### src/rtl/multi_cycle_control_unit.sv
// Multi-cycle RISC-V control FSM: IF/ID/EX/MEM/WB with memory-wait watchdog (FAULT).
// Optional macro ECALL_HALT_EN: ECALL in ID enters a sticky HALT state.
module multi_cycle_control_unit #(
    parameter int WAIT_MAX = 15
) (
    input  logic       clk,
    input  logic       reset_n,
    input  logic [6:0] part_of_inst,
    input  logic       mem_ready,
    input  logic       bcond,
    output logic       pc_write,
    output logic       pc_write_cond,
    output logic       ir_write,
    output logic       i_or_d,
    output logic       mem_read,
    output logic       mem_write,
    output logic       mem_to_reg,
    output logic       reg_write,
    output logic       alu_src_a,
    output logic [1:0] alu_src_b,
    output logic       pc_source,
    output logic       is_halted,
    output logic       mem_fault
);

    localparam int CNT_W = (WAIT_MAX < 1) ? 1 : $clog2(WAIT_MAX + 1);
    localparam logic [CNT_W-1:0] CNT_MAX = CNT_W'(WAIT_MAX);

    localparam logic [6:0] OP_ARITH     = 7'b0110011;
    localparam logic [6:0] OP_ARITH_IMM = 7'b0010011;
    localparam logic [6:0] OP_LOAD      = 7'b0000011;
    localparam logic [6:0] OP_STORE     = 7'b0100011;
    localparam logic [6:0] OP_BRANCH    = 7'b1100011;
    localparam logic [6:0] OP_JAL       = 7'b1101111;
    localparam logic [6:0] OP_JALR      = 7'b1100111;
    localparam logic [6:0] OP_LUI       = 7'b0110111;
    localparam logic [6:0] OP_AUIPC     = 7'b0010111;
`ifdef ECALL_HALT_EN
    localparam logic [6:0] OP_ECALL     = 7'b1110011;
`endif

    typedef enum logic [2:0] {
        S_IF, S_ID, S_EX, S_MEM, S_WB, S_HALT, S_FAULT
    } state_t;

    state_t           state_q, state_d;
    logic [CNT_W-1:0] cnt_q, cnt_d;
    // A not-taken branch leaves PC unchanged; the following IF advances it by 4.
    logic             pc_adv_q, pc_adv_d;

    always_ff @(posedge clk or negedge reset_n) begin
        if (!reset_n) begin
            state_q  <= S_IF;
            cnt_q    <= '0;
            pc_adv_q <= 1'b0;
        end else begin
            state_q  <= state_d;
            cnt_q    <= cnt_d;
            pc_adv_q <= pc_adv_d;
        end
    end

    always_comb begin
        state_d  = state_q;
        pc_adv_d = pc_adv_q;
        case (state_q)
            S_IF: begin
                if (mem_ready) begin
                    state_d  = S_ID;
                    pc_adv_d = 1'b0;
                end else if (cnt_q == CNT_MAX) begin
                    state_d = S_FAULT;
                end
            end
            S_ID: begin
`ifdef ECALL_HALT_EN
                state_d = (part_of_inst == OP_ECALL) ? S_HALT : S_EX;
`else
                state_d = S_EX;
`endif
            end
            S_EX: begin
                case (part_of_inst)
                    OP_ARITH, OP_ARITH_IMM, OP_JAL, OP_JALR,
                    OP_LUI, OP_AUIPC:      state_d = S_WB;
                    OP_LOAD, OP_STORE:     state_d = S_MEM;
                    OP_BRANCH: begin
                        state_d  = S_IF;
                        pc_adv_d = ~bcond;
                    end
                    default:               state_d = S_IF;
                endcase
            end
            S_MEM: begin
                if (mem_ready) begin
                    state_d = (part_of_inst == OP_LOAD) ? S_WB : S_IF;
                end else if (cnt_q == CNT_MAX) begin
                    state_d = S_FAULT;
                end
            end
            S_WB:    state_d = S_IF;
            S_HALT:  state_d = S_HALT;
            S_FAULT: state_d = S_FAULT;
            default: state_d = S_IF;
        endcase

        // Counter restarts on every state change, so it always starts at 0 in IF/MEM.
        cnt_d = cnt_q;
        if (state_d != state_q) begin
            cnt_d = '0;
        end else if ((state_q == S_IF || state_q == S_MEM) && !mem_ready) begin
            cnt_d = cnt_q + CNT_W'(1);
        end
    end

    always_comb begin
        pc_write      = 1'b0;
        pc_write_cond = 1'b0;
        ir_write      = 1'b0;
        i_or_d        = 1'b0;
        mem_read      = 1'b0;
        mem_write     = 1'b0;
        mem_to_reg    = 1'b0;
        reg_write     = 1'b0;
        alu_src_a     = 1'b0;
        alu_src_b     = 2'd0;
        pc_source     = 1'b0;
        is_halted     = 1'b0;
        mem_fault     = 1'b0;
        case (state_q)
            S_IF: begin
                mem_read  = 1'b1;
                alu_src_b = 2'd1;
                ir_write  = mem_ready;
                pc_write  = mem_ready & pc_adv_q;
            end
            S_ID: alu_src_b = 2'd2;
            S_EX: begin
                case (part_of_inst)
                    OP_ARITH: alu_src_a = 1'b1;
                    OP_ARITH_IMM, OP_LOAD, OP_STORE, OP_JALR: begin
                        alu_src_a = 1'b1;
                        alu_src_b = 2'd2;
                    end
                    OP_BRANCH: begin
                        alu_src_a     = 1'b1;
                        pc_write_cond = 1'b1;
                        pc_source     = 1'b1;
                    end
                    OP_JAL: ;
                    OP_LUI, OP_AUIPC: alu_src_b = 2'd2;
                    default: begin
                        pc_write  = 1'b1;
                        alu_src_b = 2'd1;
                    end
                endcase
            end
            S_MEM: begin
                i_or_d = 1'b1;
                if (part_of_inst == OP_LOAD) begin
                    mem_read = 1'b1;
                end else if (part_of_inst == OP_STORE) begin
                    mem_write = 1'b1;
                    alu_src_b = 2'd1;
                    pc_write  = mem_ready;
                end
            end
            S_WB: begin
                reg_write  = 1'b1;
                pc_write   = 1'b1;
                mem_to_reg = (part_of_inst == OP_LOAD);
                if (part_of_inst == OP_JAL) begin
                    pc_source = 1'b1;
                end else if (part_of_inst == OP_JALR) begin
                    alu_src_a = 1'b1;
                    alu_src_b = 2'd2;
                end else begin
                    alu_src_b = 2'd1;
                end
            end
            S_HALT: begin
`ifdef ECALL_HALT_EN
                is_halted = 1'b1;
`else
                is_halted = 1'b0;
`endif
            end
            S_FAULT: mem_fault = 1'b1;
            default: ;
        endcase
        // An access interrupted by reset must not leave a write strobe behind.
        if (!reset_n) begin
            ir_write = 1'b0;
            pc_write = 1'b0;
        end
    end

endmodule

### config.mk
export PLATFORM = sky130hd
export DESIGN_NAME = multi_cycle_control_unit
export DESIGN_NICKNAME = d
export VERILOG_FILES = /design/src/rtl/multi_cycle_control_unit.sv
export SDC_FILE = /design/constraint.sdc
export NUM_CORES = 1
export LEC_CHECK = 0
export CORE_MARGIN = 8
export CORE_UTILIZATION = 49
export CTS_CLUSTER_DIAMETER = 120
export DETAILED_ROUTE_END_ITERATION = 8
export PLACE_DENSITY = 0.93
export SLEW_MARGIN = 20
export SYNTH_ARGS = -nofsm -noshare
export SYNTH_HDL_FRONTEND = slang
export SYNTH_SLANG_ARGS = --single-unit
### constraint.sdc
create_clock -name clk -period 2.4 [get_ports clk]
set_input_delay 0.48 -clock clk [delete_from_list [all_inputs] [get_ports clk]]
set_output_delay 0.48 -clock clk [all_outputs]
set_load 0.02 [all_outputs]
### After elaboration in Yosys (flattened, before gate mapping)

Index checks and enable logic that the tools add are counted.

| storage, ports and cells | value |
|---|---|
| bits in registers | 8 |
| latch bits | 0 |
| RAM bits | 0 |
| memory bits (read-only) | 0 |
| bits of input ports | 11 |
| output and inout bits | 14 |
| logic and storage cells | 79 |
| memories | 0 |

| operators by class | value |
|---|---|
| $add $sub $neg | 1 |
| $mul | 0 |
| div/mod/pow operators | 0 |
| magnitude comparators | 0 |
| eq/ne operators | 19 |
| shift operators | 0 |
| muxes and demuxes | 41 |
| bitwise operators | 2 |
| reduce and logical (&&, ||, !) cells | 13 |

Operators by type and width:

| kind | number |
|---|---|
| two-way mux 1 bit | 24 |
| equality test 7 x 6 -> 1 bit, second input constant | 3 |
| equality test 7 bit, second input constant | 3 |
| one-hot mux 3 bit (6 select lines) | 1 |
| OR reduction 6 bit | 3 |
| equality test 7 x 5 -> 1 bit, second input constant | 2 |
| two-way mux 3 bit | 4 |
| one-hot mux 2 bit (5 select lines) | 1 |
| equality test 3 bit, second input constant | 3 |
| OR reduction 9 bit | 1 |
| two-way mux 4 bit | 2 |
| one-hot mux 1 bit (2 select lines) | 4 |
| equality test 7 x 2 -> 1 bit, second input constant | 1 |
| equality test 3 x 2 -> 1 bit, second input constant | 2 |
| one-hot mux 3 bit (2 select lines) | 1 |
| adder 4 x 1 -> 4 bit, second input constant | 1 |
| equality test 4 bit, second input constant | 1 |
| two-way mux 2 bit | 2 |
| one-hot mux 1 bit (4 select lines) | 1 |
| one-hot mux 2 bit (2 select lines) | 1 |
| nonzero test 2 bit | 2 |
| equality test 3 x 1 -> 1 bit, second input constant | 1 |
| zero test 3 bit | 1 |
| != test 3 bit | 1 |
| 10 further kinds | 10 |

### Logic depth before layout (Yosys ltp)

| depth | value |
|---|---|
| depth after elaboration | 6 |
| depth in mapped cells | 5 |
| gate-level depth less buffers | 5 |

### Worst setup path after synthesis

No wires, ideal clock.

| timing | value |
|---|---|
| kind | register to output |
| start | register state_q[2] |
| end | output port pc_write |
| arrival | 1.650 ns |
| slack | 0.270 ns |
| stages on the path, launching flop included | 5 |
| path buffers | 0 |
| path through | dfrtp_1 -> nand2b_1 -> nor2_1 -> a41oi_1 -> a221oi_2 |

| between the ends | value |
|---|---|
| longest elaborated chain between the ends | 3 |
| elaborated cells on any way between the ends | 6 |
| those cells by class | eq/ne: 3; mux: 2; reduce/logical: 1 |

RTL lines:

| element | RTL line | text |
|---|---|---|
| from (decl) | 46 | `state_t state_q, state_d;` |
| from (signal assigned) | 57 | `state_q <= state_d;` |
| equality test 3 bit, or another cell as far along | 130 | `case (state_q)` |
| one-hot mux 1 bit (4 select lines) (*) | 130 |  |
| two-way mux 1 bit (*) | 192 | `if (!reset_n) begin` |
| to (decl) | 11 | `output logic pc_write,` |

Mark *: on every way between the ends. The rest lies on a longest branch, timed or not.

### Worst setup path in the final report

| timing | value |
|---|---|
| start | input port part_of_inst[1] |
| end | output port pc_write |

| between the ends | value |
|---|---|
| longest elaborated chain between the ends | 5 |
| elaborated cells on any way between the ends | 15 |
| those cells by class | eq/ne: 9; mux: 5; reduce/logical: 1 |

RTL lines:

| element | RTL line | text |
|---|---|---|
| from (decl) | 8 | `input logic [6:0] part_of_inst,` |
| equality test 7 x 2 -> 1 bit, or another cell as far along | 139, 160 |  |
| OR reduction 9 bit (no line) or two-way mux 1 bit (tied branches) | n/a |  |
| two-way mux 1 bit (on tied branches) | 139, 160 |  |
| one-hot mux 1 bit (4 select lines) (*) | 130 |  |
| two-way mux 1 bit (*) | 192 |  |

Marks and branches as above.

==> flow_summary_export.csv <==
group,metric,value,unit
pwr,p_sw_share,46.8,%
finish,drive_gt1_share,36.8,%
global_route,grt_first_pass_wirelength,5110,um
floorplanning,dieWidth,56.6,um
floorplanning,die_area,3210,um2
yosys,synth_cell_type_count,40,
worst_setup_path,crit_type,"input pin to primary output",
yosys,synth_cells,105,
yosys,yosysWarnings,0,
floorplanning,num_rows,14,
sta,max_freq,0.407,GHz
sta,finClkSkew,0.00685,ns
pwr,p_int,464,uW
sta,slew_violations,0,
yosys,synth_top_area_share,24.8,%
yosys,dominantRegCellSynth,"dfrtp_1",
detailed_routing,first_pass_iters,4,
clock_tree,cts_htree_levels,1,
global_route,use_met2,35.9,%
pwr,power_density,687,nW/um2
yosys,synth.most_common_cell,"nand2_1",
outcome,status,"complete, but fails checks",
detailed_routing,wl,2980,um
detailed_routing,vias,1017,
worst_setup_path,cp_common_cell,"buf_4",
clock_tree,clock_path_buffers,2,
yosys,ys_ff_latch,8,
global_route,grt_max_degree,12,
sta,finalCritPeriodShare,102,%
pwr,p_seq_share,24.4,%
detailed_routing,viasPerCell,5.95,
pwr,clockPowerShare,11.8,%
place,gp_congestion,0.871,
yosys,async_flop_share,100,%
worst_setup_path,critPathMaxFanout,6,
run,cap_violations,0,
detailed_routing,detail_route.wl_per_cell,17.4,um
worst_setup_path,slowest_delay,0.27,ns
place,place_ws,-0.686,ns
clock_tree,tritoncts,"built",
global_route,grt-ovfl-total,0,
yosys,avgSynthCellArea,7.70,um2
place,dpl.cell_count,167,
sta,setup_slack,-0.0569,ns
global_route,grt_busiest_layer,"met2",
global_route,use_met3,3.82,%
sta,setup_tns,-0.0569,ns
pwr,worst_ir_drop_vdd,0.000498,V
finish,diodes,0,
global_route,groute.usage.overall,19.1,%
yosys,synthTopCellsByArea,"dfrtp_1 25%, nand2_1 6.0%, a21oi_1 5.0%",
sta,layout_min_cycle_time,2.46,ns
worst_setup_path,critPathLaunch,"part_of_inst[1]",
place,port_buffers,23,
clock_tree,cts.clk_slew.worst_paths,0.06,ns
finish,nNetsFinal,169,
floorplanning,core_area,1520,um2
pwr,power,872,uW
worst_setup_path,slowest_stage,"a221oi_2",
yosys,synth_edf_count,0,
sta,setup_violations,1,
yosys,netlist_top_cells_count,"13 x nand2_1, 8 x a21oi_1, 8 x dfrtp_1",
detailed_routing,drcViolationCount,0,
yosys,ys_seq_area_share,24.8,%
finish,area_delta_synth_final,57.1,%
clock_tree,clkSinkCount,8,
clock_tree,numCtsBuffers,3,
yosys,syn_area,808,um2
sta,rsz0062_at_grt,"true",
pwr,p_sw,408,uW
global_route,antenna_found_initial,0,
finish,final_cells,171,
floorplanning,pin_count,25,
clock_tree,clock-root-buffer,"clkbuf_4",
sta,hold_ws,0.527,ns
worst_setup_path,crit_required,1.92,ns
outcome,violations,"setup timing",
detailed_routing,ant_nets,0,
place,hpwl,2340,um
clock_tree,clkLatencyLatePin,0.26,ns
floorplanning,die_y,56.6,um
global_route,use_met1,18.4,%
floorplanning,initial_core_util,53.0,%
worst_setup_path,crit_path_cell_trace,"clkdlybuf4s15_1 -> and3b_2 -> buf_4 -> a32oi_1 -> o21bai_1 -> a221oi_2 -> buf_4",
pwr,leakage,0.000617,uW
worst_setup_path,start_kind,"input pin",
sta,hold_violations,0,
global_route,grt_pass1_vias,1122,
detailed_routing,drt_iter0_markers,35,
worst_setup_path,worstPathArrival,1.98,ns
yosys,synth_top_area_cell,"dfrtp_1",
yosys,synth_nets,117,
worst_setup_path,rr_startpoint,"state_q[1]$_DFF_PN0_",
worst_setup_path,setup.worst_path.end_class,"primary output",
pwr,pwr-share-comb,63.8,%
min_path,hold_path_class,"input pin to async pin",
## cell type report
| class | count | area [um2] |
|---|---|---|
| fill | 102 | 254 |
| tap | 16 | 20.0 |
| sequential | 8 | 201 |
| timing repair buffer | 54 | 420 |
| inverter | 5 | 18.8 |
| clock buffer | 3 | 22.5 |
| multi-input combinational | 85 | 587 |
## cells in the final DEF (no fill, tap or decap), types with 2 or more instances in the layout
master	Yosys	layout
buf_4	1	32
nand2_1	13	13
a21oi_1	8	8
o21ai_0	7	7
dfrtp_1	8	7
dlygate4sd2_1	0	7
nand3_1	6	6
inv_1	5	5
nor2_1	5	5
clkdlybuf4s50_1	0	5
nor3_1	4	4
buf_2	4	4
and2_1	3	3
and3b_2	2	3
nor2b_1	4	3
clkbuf_4	0	3
clkbuf_2	0	3
and3_1	2	2
and3_2	2	2
nand4_1	2	2
nand4b_1	2	2
a32oi_1	2	2
nor4_1	2	2
## through the flow
stage / util [%] / area (um2)
after CTS: 84.1 / 1280
after floorplan: - / 808
final: 83.3 / 1270
after global routing: 83.3 / 1270
after detailed placement: 81.9 / 1250
after global placement: 81.9 / 1250
## worst max-delay path, delay by kind of cell
kind | cells | cell delay (ns)
compound gates | 3 | 0.68
buf+inv | 3 | 0.58
simple gates | 1 | 0.24
## power by group through the flow
stage          Sequential (uW)  Combinational, uW  Clock [uW]
4_1_cts                    209                557         109
3_3_place_gp               204                523           0
3_5_place_dp               209                549           0
2_1_floorplan              186                298           0
6_report                   213                556         103
5_1_grt                    214                603         117
## registers in the layout (all words and copies together), names as in the netlist
name      cells
cnt_q         4
state_q       3
pc_adv_q      1
## per-layer routing
metal / routed length, um / part of all wire [%]
met1: 1140 / 38
met2: 1600 / 53
met3: 159 / 5.3
met4: 92 / 3.1
met5: 0 / 0
## cells by family (layout without fill, tap and decap cells)
| logic type | count (synthesis) | after routing | synth area share [%] |
|---|---|---|---|
| AOI/OAI and AO/OA | 25 | 25 | 20.6 |
| xor gates and xnor gates | 2 | 2 | 2.17 |
| adders and majority gates | 1 | 1 | 1.55 |
| buffers and inverters | 12 | 62 | 6.66 |
| DFF | 8 | 8 | 24.8 |
| muxes | 1 | 1 | 1.24 |
| other | 1 | 1 | 0.464 |
| and+or+nand+nor | 55 | 55 | 42.6 |
## path summary, 6_finish.rpt
check / endpoint / slack (ns) / cells after the start
setup / recovery: pc_write / -0.06 / 7
hold / removal: cnt_q[3]$_DFFE_PN0P_ / 0.53 / 2
setup reg to reg: cnt_q[0]$_DFFE_PN0P_ / 0.82 / 5
hold reg to reg: cnt_q[1]$_DFFE_PN0P_ / 0.53 / 2
max in group asynchronous: state_q[1]$_DFF_PN0_ / 1.73 / 2
min in group clk: cnt_q[1]$_DFFE_PN0P_ / 0.53 / 2
## timing repair
action | CTS | global route
resized for setup | 43 | 11
endpoints found under the hold margin | 0 | 0
buffers inserted | 1 | 0
pin swaps | 6 | 1
setup endpoints to repair | 11 | 8
hold buffers | 0 | 0
(Power assumes the default switching activity.)
